`src/rtl/pdm_decoder.sv`:
```
// PDM-to-PCM decoder: 2nd-order CIC decimator (R = 2^DECIM_LOG2, M = 1) with saturating output.
// Optional macro PDM_DECODER_SYNC_EN adds a 2-flop input synchroniser on pdm_in and in_en.
module pdm_decoder #(
  parameter int WIDTH      = 10,
  parameter int DECIM_LOG2 = 5
) (
  input  logic             clk,
  input  logic             rst_n,
  input  logic             in_en,
  input  logic             pdm_in,
  output logic [WIDTH-1:0] pcm_out,
  output logic             pcm_valid,
  output logic             settled
);

  localparam int FS = 2 * DECIM_LOG2;
  localparam int W  = FS + 1;
  localparam logic [DECIM_LOG2-1:0] PH_ONE  = {{(DECIM_LOG2-1){1'b0}}, 1'b1};
  localparam logic [DECIM_LOG2-1:0] PH_LAST = {DECIM_LOG2{1'b1}};

  // Clamp the full-scale value N^2 to N^2-1 and keep the top WIDTH bits.
  function automatic logic [WIDTH-1:0] sat_scale(input logic [W-1:0] c);
    logic [FS-1:0] y;
    if (c[W-1]) begin
      y = {FS{1'b1}};
    end else begin
      y = c[FS-1:0];
    end
    return y[FS-1 -: WIDTH];
  endfunction

  logic en_s;
  logic bit_s;

`ifdef PDM_DECODER_SYNC_EN
  logic [1:0] en_sync_q;
  logic [1:0] bit_sync_q;

  // Two-flop synchroniser for asynchronous PDM sources.
  always_ff @(posedge clk or negedge rst_n) begin
    if (!rst_n) begin
      en_sync_q  <= 2'b00;
      bit_sync_q <= 2'b00;
    end else begin
      en_sync_q  <= {en_sync_q[0], in_en};
      bit_sync_q <= {bit_sync_q[0], pdm_in};
    end
  end

  assign en_s  = en_sync_q[1];
  assign bit_s = bit_sync_q[1];
`else
  assign en_s  = in_en;
  assign bit_s = pdm_in;
`endif

  logic [W-1:0]          i1_q, i1_d, i2_q, i2_d;
  logic [W-1:0]          d1_q, d1_d, d2_q, d2_d;
  logic [W-1:0]          i1_nx_s, i2_nx_s, c1_s, c2_s;
  logic [DECIM_LOG2-1:0] phase_q, phase_d;
  logic [1:0]            prime_q, prime_d;
  logic [WIDTH-1:0]      pcm_q, pcm_d;
  logic                  valid_q, valid_d;
  logic                  settled_q, settled_d;
  logic                  dec_s;

  // Integrator, comb and output next-state logic; comb arithmetic wraps modulo 2^W by design.
  always_comb begin
    i1_nx_s   = i1_q + {{(W-1){1'b0}}, bit_s};
    i2_nx_s   = i2_q + i1_nx_s;
    c1_s      = i2_nx_s - d1_q;
    c2_s      = c1_s - d2_q;
    dec_s     = en_s && (phase_q == PH_LAST);
    i1_d      = i1_q;
    i2_d      = i2_q;
    d1_d      = d1_q;
    d2_d      = d2_q;
    phase_d   = phase_q;
    prime_d   = prime_q;
    pcm_d     = pcm_q;
    valid_d   = 1'b0;
    settled_d = settled_q;
    if (en_s) begin
      i1_d    = i1_nx_s;
      i2_d    = i2_nx_s;
      phase_d = phase_q + PH_ONE;
    end else begin
      phase_d = phase_q;
    end
    if (dec_s) begin
      d1_d = i2_nx_s;
      d2_d = c1_s;
      // The first two events only fill the comb delays.
      if (prime_q != 2'd2) begin
        prime_d = prime_q + 2'd1;
      end else begin
        pcm_d     = sat_scale(c2_s);
        valid_d   = 1'b1;
        settled_d = 1'b1;
      end
    end else begin
      prime_d = prime_q;
    end
  end

  // State and output registers.
  always_ff @(posedge clk or negedge rst_n) begin
    if (!rst_n) begin
      i1_q      <= {W{1'b0}};
      i2_q      <= {W{1'b0}};
      d1_q      <= {W{1'b0}};
      d2_q      <= {W{1'b0}};
      phase_q   <= {DECIM_LOG2{1'b0}};
      prime_q   <= 2'd0;
      pcm_q     <= {WIDTH{1'b0}};
      valid_q   <= 1'b0;
      settled_q <= 1'b0;
    end else begin
      i1_q      <= i1_d;
      i2_q      <= i2_d;
      d1_q      <= d1_d;
      d2_q      <= d2_d;
      phase_q   <= phase_d;
      prime_q   <= prime_d;
      pcm_q     <= pcm_d;
      valid_q   <= valid_d;
      settled_q <= settled_d;
    end
  end

  assign pcm_out   = pcm_q;
  assign pcm_valid = valid_q;
  assign settled   = settled_q;

endmodule
```
`config.mk`:
```
export PLATFORM = sky130hd
export DESIGN_NAME = pdm_decoder
export DESIGN_NICKNAME = d
export VERILOG_FILES = /design/src/rtl/pdm_decoder.sv
export SDC_FILE = /design/constraint.sdc
export NUM_CORES = 1
export LEC_CHECK = 0
export CAP_MARGIN = 5
export CORE_UTILIZATION = 36
export DETAILED_ROUTE_END_ITERATION = 16
export SYNTH_ARGS = -nofsm -noshare
export SYNTH_HDL_FRONTEND = slang
export SYNTH_SLANG_ARGS = --single-unit
```
`constraint.sdc`:
```
create_clock -name clk -period 12.49 [get_ports clk]
set_input_delay 2.498 -clock clk [delete_from_list [all_inputs] [get_ports clk]]
set_output_delay 2.498 -clock clk [all_outputs]
set_load 0.05 [all_outputs]
```
Word level (Yosys, flattened, before mapping) --
Index checks and enable logic that the tools add are counted.
Storage, ports and cells: flip-flop bits (word level) 63, bits in latches 0, bits in writable memories 0, bits in read-only memories 0, input bits 4, output and inout bits 12, memories 0
Cells by class: $add $sub $neg 6, multiply operators 0, div/mod/pow operators 0, $lt $le $gt $ge 0, equal/unequal tests 2, shift operators 0, muxes and demuxes 3, bitwise operators 1, reductions and logical operators 3
Operators with widths (number):
- $sub A11 B11 Y11 | 2
- $add A11 B1 Y11 | 1
- $add A11 B11 Y11 | 1
- $mux W10 | 1
- $add A5 B1 Y5 const B | 1
- $eq A5 B5 Y1 const B | 1
- $reduce_and A2 Y1 | 2
- $add A2 B1 Y2 const B | 1
- $mux W1 | 2
- $ne A2 B2 Y1 const B | 1
- $logic_and A1 B1 Y1 | 1
- $not A1 Y1 | 1

Depth between registers and ports, before layout --
Gate-level depths: netlist of run 1.
word-level depth 5, mapped depth 22, gate-level depth less buffers 22

Worst setup path before layout of run 1 --
Ideal clock, no wire load.
path type input -> register, from in pdm_in, to reg pcm_q[2] (netlist: pcm_out[2]), library setup time 0.141 ns, arrival time 6.543 ns, setup slack 5.806 ns, stages on the path 18, path buffers 0, cell sequence ha_1 -> ha_1 -> fa_1 -> a211oi_1 -> o21bai_1 -> a21oi_1 -> xnor2_1 -> ha_1 -> a21o_1 -> or2_1 -> o32ai_4 -> xnor2_1 -> ha_1 -> a31o_2 -> a21oi_1 -> xnor2_1 -> xnor2_2 -> a31oi_1
On the way: cells in the longest elaborated chain, start to end 5
RTL lines:
- start: declaration | RTL line 10 | input logic pdm_in,
- $add A11 B1 Y11 | RTL line 69 | i1_nx_s = i1_q + {{(W-1){1'b0}}, bit_s};
- named net i1_nx_s[1] | RTL line 59 | logic [W-1:0] i1_nx_s, i2_nx_s, c1_s, c2_s;
- $add A11 B11 Y11 | RTL line 70 | i2_nx_s = i2_q + i1_nx_s;
- named net i2_nx_s[6] | RTL line 59
- $sub A11 B11 Y11 | RTL line 71 | c1_s = i2_nx_s - d1_q;
- named net c1_s[8] | RTL line 59
- $sub A11 B11 Y11 | RTL line 72 | c2_s = c1_s - d2_q;
- $mux W10 | RTL line 24 | if (c[W-1]) begin
- end signal: assignment | RTL line 115 | pcm_q <= {WIDTH{1'b0}};
- end signal: assignment | RTL line 125 | pcm_q <= pcm_d;
- end: declaration | RTL line 62 | logic [WIDTH-1:0] pcm_q, pcm_d;
The timed path passes the listed nets, and every way through them passes these cells. A chain may end at the register's enable or synchronous reset.

Worst setup path after layout of run 1 --
Same ends and word-level chain as after synthesis.

==> qor.yml, run 1 <==
core_area_um2: 10400
slowest_delay_ps: 470
crit_path_end_kind: "register"
cts_root_buf: "clkbuf_8"
finalHoldViolations: 0
die_h_um: 106
final_nets: 445
wl_per_cell_um: 11.2
synthMuxAreaShare: 0.0777
antenna_found_initial: 0
relSlewSlack: 0.481
firstDrtPassIters: 4
synth_seq_cells: 63
yosys-top-cells-area: "dfrtp_1 41%, ha_1 11%, mux2_2 7.0%"
rsz0062_at_grt: "false"
synth_most_common_cell: "dfrtp_1"
synth-adder-area-share: 0.129
cts_tree: "yes"
gr-total-overflow: 0
period_minus_slack_ps: 7220
wirelength_um: 6110
htree_levels: 3
async_reset_ff_frac: 1.00
syn_to_final_growth_pct: 13.1
syn_nets: 425
yosys.area_share.simple: 0.106
portBuffers: 15
fill_cells: 1018
dp_hpwl_um: 4460
grt_usage: 0.124
cap_violations: 0
fin_crit_sh: 0.578
clock_sinks: 63
path_cells: "clkdlybuf4s50_1 > ha_1 > ha_1 > fa_1 > xnor2_1 > inv_1 > ha_1 > o21ai_0 > a21boi_0 > o21ai_0 > nand2_1 > a31oi_1 > xnor2_1 > ha_1 > a21oi_1 > o21ai_0 > a31o_2 > a21oi_1 > xnor2_1 > xnor2_2 > a31oi_1"
numCtsBuffers: 9
crit_slowest_cell: "fa_1"
status: "completed"
final_layout_size_suffix_gt1_frac: 0.115
worst_path_most_repeated_cell: "ha_1"
synthXorXnorAreaFrac: 0.112
synth_top_family_by_area: "adder cells"
hold_path_class: "register to register"
synthFlopType: "dfrtp_1"
max_freq_mhz: 139
ys_types: 39
die_area_um2: 11200
vias_per_cell: 4.77
drc: 0
start_util: 0.373
worstPathRequired_ps: 12680
synth_compound_area_frac: 0.126
cp.arrival_ps: 7410
grt_max_degree: 64
via_count: 2594
finalClockSkew_ps: 9.36
synth_commonest_cells: "63 x dfrtp_1, 35 x ha_1, 32 x inv_1, 28 x xnor2_1"
die_w_um: 106
synth_top_area_frac: 0.408
cts_setup_buffers: 0
synthCells: 383
drt_iter0_drc: 88
ys_seq_area_frac: 0.408
fin_util: 0.422
synth_edf_count: 0
clkTransAtPathRegs_ps: 70
num_rows: 37
grt_pass1_wl_um: 11100
cts_resized: 0
ctsHoldBuffers: 0
worst_slew_pin_slew_ps: 779
path_max_fanout: 10
syn_avg_cell_area_um2: 10.1
syn-cell-area_um2: 3870
gp_congestion: 0.776
yosys_warnings: 0
antennaDiodeCount: 0
grt_pass1_vias: 2522
fin_tns_setup_ps: 0
ios: 16
path_class: "input pin to register"
clk_latency_ps: 330
detail-route-antenna-nets: 0
maxSlewViolCount: 0
cp-start-kind: "input pin"
cts.path.max_buffers: 2
synth_top_area_cell: "dfrtp_1"
setup_viol: 0
cells in the final DEF (no fill, tap or decap), types with 4 or more instances in the layout:
master / netlist / final
a21o_1: 5 / 5
a21oi_1: 23 / 23
a31oi_1: 9 / 9
and3_1: 7 / 7
clkbuf_8: 0 / 9
clkdlybuf4s50_1: 0 / 14
dfrtp_1: 63 / 63
ha_1: 35 / 35
inv_1: 32 / 32
mux2_2: 24 / 24
nand2_1: 27 / 27
nand2b_1: 5 / 5
nand3_1: 8 / 8
nor2_1: 27 / 27
nor2b_1: 4 / 4
o21a_1: 4 / 4
o21ai_0: 23 / 23
xnor2_1: 28 / 28
xor2_1: 16 / 16
state kept, by name, summed over array words and instances, names as in the netlist:
signal / count
d2_q: 11
i2_q: 11
prime_q: 2
pcm_valid: 1
settled: 1
i1_q: 11
pcm_out: 10
phase_q: 5
d1_q: 11
metrics by stage:
step	area, um^2	cells	worst slack (ps)	hold slack, ps
6_report	4370	544	5270	464
3_3_place_gp	4170	528	5040	451
3_5_place_dp	4170	528	4910	455
5_1_grt	4370	544	4870	501
2_1_floorplan	3870	383	5810	439
4_1_cts	4370	544	5260	472
path summary, 6_finish.rpt:
| path | depth (start not counted) | slack [ps] | from | end |
|---|---|---|---|---|
| max reg2reg | 20 | 7490 | i1_q[0]$_DFFE_PN0P_ | pcm_out[2]$_DFFE_PN0P_ |
| min in group asynchronous | 2 | 2330 | rst_n | settled$_DFFE_PN0P_ |
| max in group asynchronous | 2 | 9650 | rst_n | d1_q[3]$_DFFE_PN0P_ |
| min reg2reg | 1 | 460 | settled$_DFFE_PN0P_ | settled$_DFFE_PN0P_ |
| max | 21 | 5270 | pdm_in | pcm_out[2]$_DFFE_PN0P_ |
| min | 1 | 460 | settled$_DFFE_PN0P_ | settled$_DFFE_PN0P_ |
final cells by class:
class / count / area (um^2) / area share
clock buffer: 12 / 135 / 0.0309
clock inverter: 4 / 70.1 / 0.0160
timing repair buffer: 18 / 168 / 0.0384
sequential: 63 / 1580 / 0.361
tap: 136 / 170 / 0.0389
inverter: 33 / 124 / 0.0283
multi-input combinational: 278 / 2130 / 0.487
logic make-up after synthesis:
group                    Yosys count
AND/OR/NAND/NOR                   88
AO/OA/AOI/OAI                     78
flip-flops                        63
XOR/XNOR                          47
buffers and inverters             42
adder cells (fa/ha/maj)           38
multiplexers                      27
critical path: cells and delay by family:
| kind | cells | cell delay [ps] |
|---|---|---|
| AOI/OAI and AO/OA | 9 | 1700 |
| xor gates and xnor gates | 4 | 950 |
| adders and majority gates | 5 | 1640 |
| buffers and inverters | 2 | 490 |
| and+or+nand+nor | 1 | 130 |
per-layer routing:
layer	wire length (um)	GRT usage
met5	0	0
met4	67	0.0387
met2	2730	0.197
met3	236	0.0427
met1	3080	0.159
Power of run 1 is left out: the tool's default activity adds up to more than one toggle a clock period on the data nets, which glitch-free logic cannot reach.
==> inputs of run 2 (changes only) <==
- clock period: 12.49 -> 6.1 ns (I/O delays scaled with it)
==> run 2 against run 1 <==
  * Wire length is 4.0% higher
  * Critical path depth is 1 higher
  * Design area is 2.0% higher
  * Non-clock buffer count is 9 higher
  * Sequential share of layout area is 0.70 points lower
  * Hold slack better by 7.8 ps
  * First-iteration DRC count is 32% lower
  * Critical endpoint is now pcm_out[3]$_DFFE_PN0P_
==> qor.yml, run 2 (synthesized netlist as in run 1, its figures left out) <==
status: "completed"  # unchanged
worstPathRequired_ps: 6300  # was 12,680 ps
via_count: 2614  # was 2,594
detail-route-antenna-nets: 0  # unchanged
r2r-start: "i1_q[0]$_DFFE_PN0P_"  # unchanged
grt_pass1_vias: 2621  # was 2,522
wirelength_um: 6350  # was 6110 um
final_layout_size_suffix_gt1_frac: 0.151  # was 0.115
clkTransAtPathRegs_ps: 70  # about the same
grt_max_degree: 64  # unchanged
cts_root_buf: "clkbuf_8"  # unchanged
die_w_um: 106  # unchanged
finalClockSkew_ps: 10.7  # was 9.36 ps
relSlewSlack: 0.465  # was 0.481
grt_usage: 0.130  # was 0.124
die_h_um: 106  # unchanged
antennaDiodeCount: 0  # unchanged
portBuffers: 15  # unchanged
layout_common_cells: "63 x dfrtp_1, 35 x ha_1, 32 x inv_1, 27 x nor2_1, 27 x nand2_1"  # was 63 x dfrtp_1, 35 x ha_1, 32 x inv_1, 28 x xnor2_1
mostFrequentLayoutCell: "dfrtp_1"  # unchanged
clock_sinks: 63  # unchanged
ios: 16  # unchanged
fin_ws_ps: 355  # was 5270 ps
path_max_fanout: 8  # was 10
numCtsBuffers: 9  # unchanged
wl_per_cell_um: 11.5  # was 11.2 um
drc: 0  # unchanged
core_area_um2: 10400  # unchanged
max_freq_mhz: 174
htree_levels: 3  # unchanged
cap_violations: 0  # unchanged
ctsHoldBuffers: 0  # unchanged
syn_to_final_growth_pct: 15.3  # was 13.1%
maxSlewViolCount: 0  # unchanged
finalHoldViolations: 0  # unchanged
rr_worst_depth: 21  # was 20
grt_pass1_wl_um: 11700  # was 11,100 um
start_util: 0.373  # unchanged
path_class: "input pin to register"  # unchanged
cp-start-kind: "input pin"  # unchanged
reg2reg_to: "pcm_out[3]$_DFFE_PN0P_"  # was pcm_out[2]$_DFFE_PN0P_
num_rows: 37  # unchanged
hold_path_class: "register to register"  # unchanged
gr-total-overflow: 0  # unchanged
pre_cts_ws_ps: -134  # was 4910 ps
cts.path.max_buffers: 2  # unchanged
die_area_um2: 11200  # unchanged
antenna_found_initial: 0  # unchanged
gp_congestion: 0.710  # was 0.776
final_nets: 454  # was 445
cp.arrival_ps: 5940  # was 7410 ps
critPathCapture: "pcm_out[3]$_DFFE_PN0P_"  # was pcm_out[2]$_DFFE_PN0P_
clk_latency_ps: 330  # about the same
drt_iter0_drc: 60  # was 88
r2r_setup_slack_ps: 1300  # was 7490 ps
dp_hpwl_um: 4550  # was 4460 um
fin_crit_sh: 0.942
cts_tree: "yes"  # unchanged
period_minus_slack_ps: 5740
worst_slew_pin_slew_ps: 803  # was 779 ps
vias_per_cell: 4.73  # was 4.77
firstDrtPassIters: 4  # unchanged
setup_viol: 0  # unchanged
crit_path_end_kind: "register"  # unchanged
crit_start: "pdm_in"  # unchanged
==> run 2: cell count changes in the layout (fill, tap and decap cells not counted), sizes merged <==
cell,previous run,this run
bufinv,2,1
buf,4,13
clkinv,3,4
==> run 2: timing repair <==
item / 4_1_cts / 5_1_grt
setup endpoints to repair: 0 / 10
gates resized for setup: 0 / 7
buffers inserted: 0 / 1
==> run 2: critical path, stage by stage <==
cell and delay (ps):
clkdlybuf4s50_1 410, ha_1 210, ha_1 220, and3_1 230, xor2_1 150, ha_1 310
o21ai_0 140, o21bai_1 160, a21oi_1 90, xnor2_1 270, ha_1 300, a21o_1 230
or2_1 250, o32ai_4 300, xnor2_2 170, ha_1 290, a31o_2 210, a21oi_1 170
xnor2_1 180, xnor2_2 170, buf_4 190, a31oi_1 90
==> run 2: worst min path at each step <==
stage                                 startpoint                     end  cells after the start
after floorplan           phase_q[3]$_DFFE_PN0P_  phase_q[3]$_DFFE_PN0P_                      1
after global placement       settled$_DFFE_PN0P_     settled$_DFFE_PN0P_                      1
after detailed placement     settled$_DFFE_PN0P_     settled$_DFFE_PN0P_                      1
after CTS                 phase_q[3]$_DFFE_PN0P_  phase_q[3]$_DFFE_PN0P_                      1
after global routing         settled$_DFFE_PN0P_     settled$_DFFE_PN0P_                      1
final                     phase_q[3]$_DFFE_PN0P_  phase_q[3]$_DFFE_PN0P_                      1
==> run 2: routing by layer <==
metal	GRT usage	part of all wire	vias up
met2	0.214	0.46	26
met3	0.0408	0.030	4
met5	0	0	-
li1	-	-	1373
met1	0.165	0.51	1211
met4	0.0357	0.0080	0
==> run 2: area by class of cell <==
type | instances | area (um^2)
clock buffer | 12 | 145
clock inverter | 4 | 45.0
fill | 1020 | 5910
inverter | 33 | 124
multi-input combinational | 278 | 2160
sequential | 63 | 1580
tap | 136 | 170
timing repair buffer | 27 | 235
==> run 2: stage by stage <==
stage	instances	utilization	hold slack, ps	cell area [um^2]	setup TNS [ps]
final	553	0.430	471	4460	0
after global placement	536	0.408	449	4230	-204
after global routing	553	0.430	492	4460	-254
after detailed placement	536	0.408	459	4230	-1190
after floorplan	383	-	439	3870	0
after CTS	552	0.426	478	4420	0
Power of run 2 is left out for the same reason.
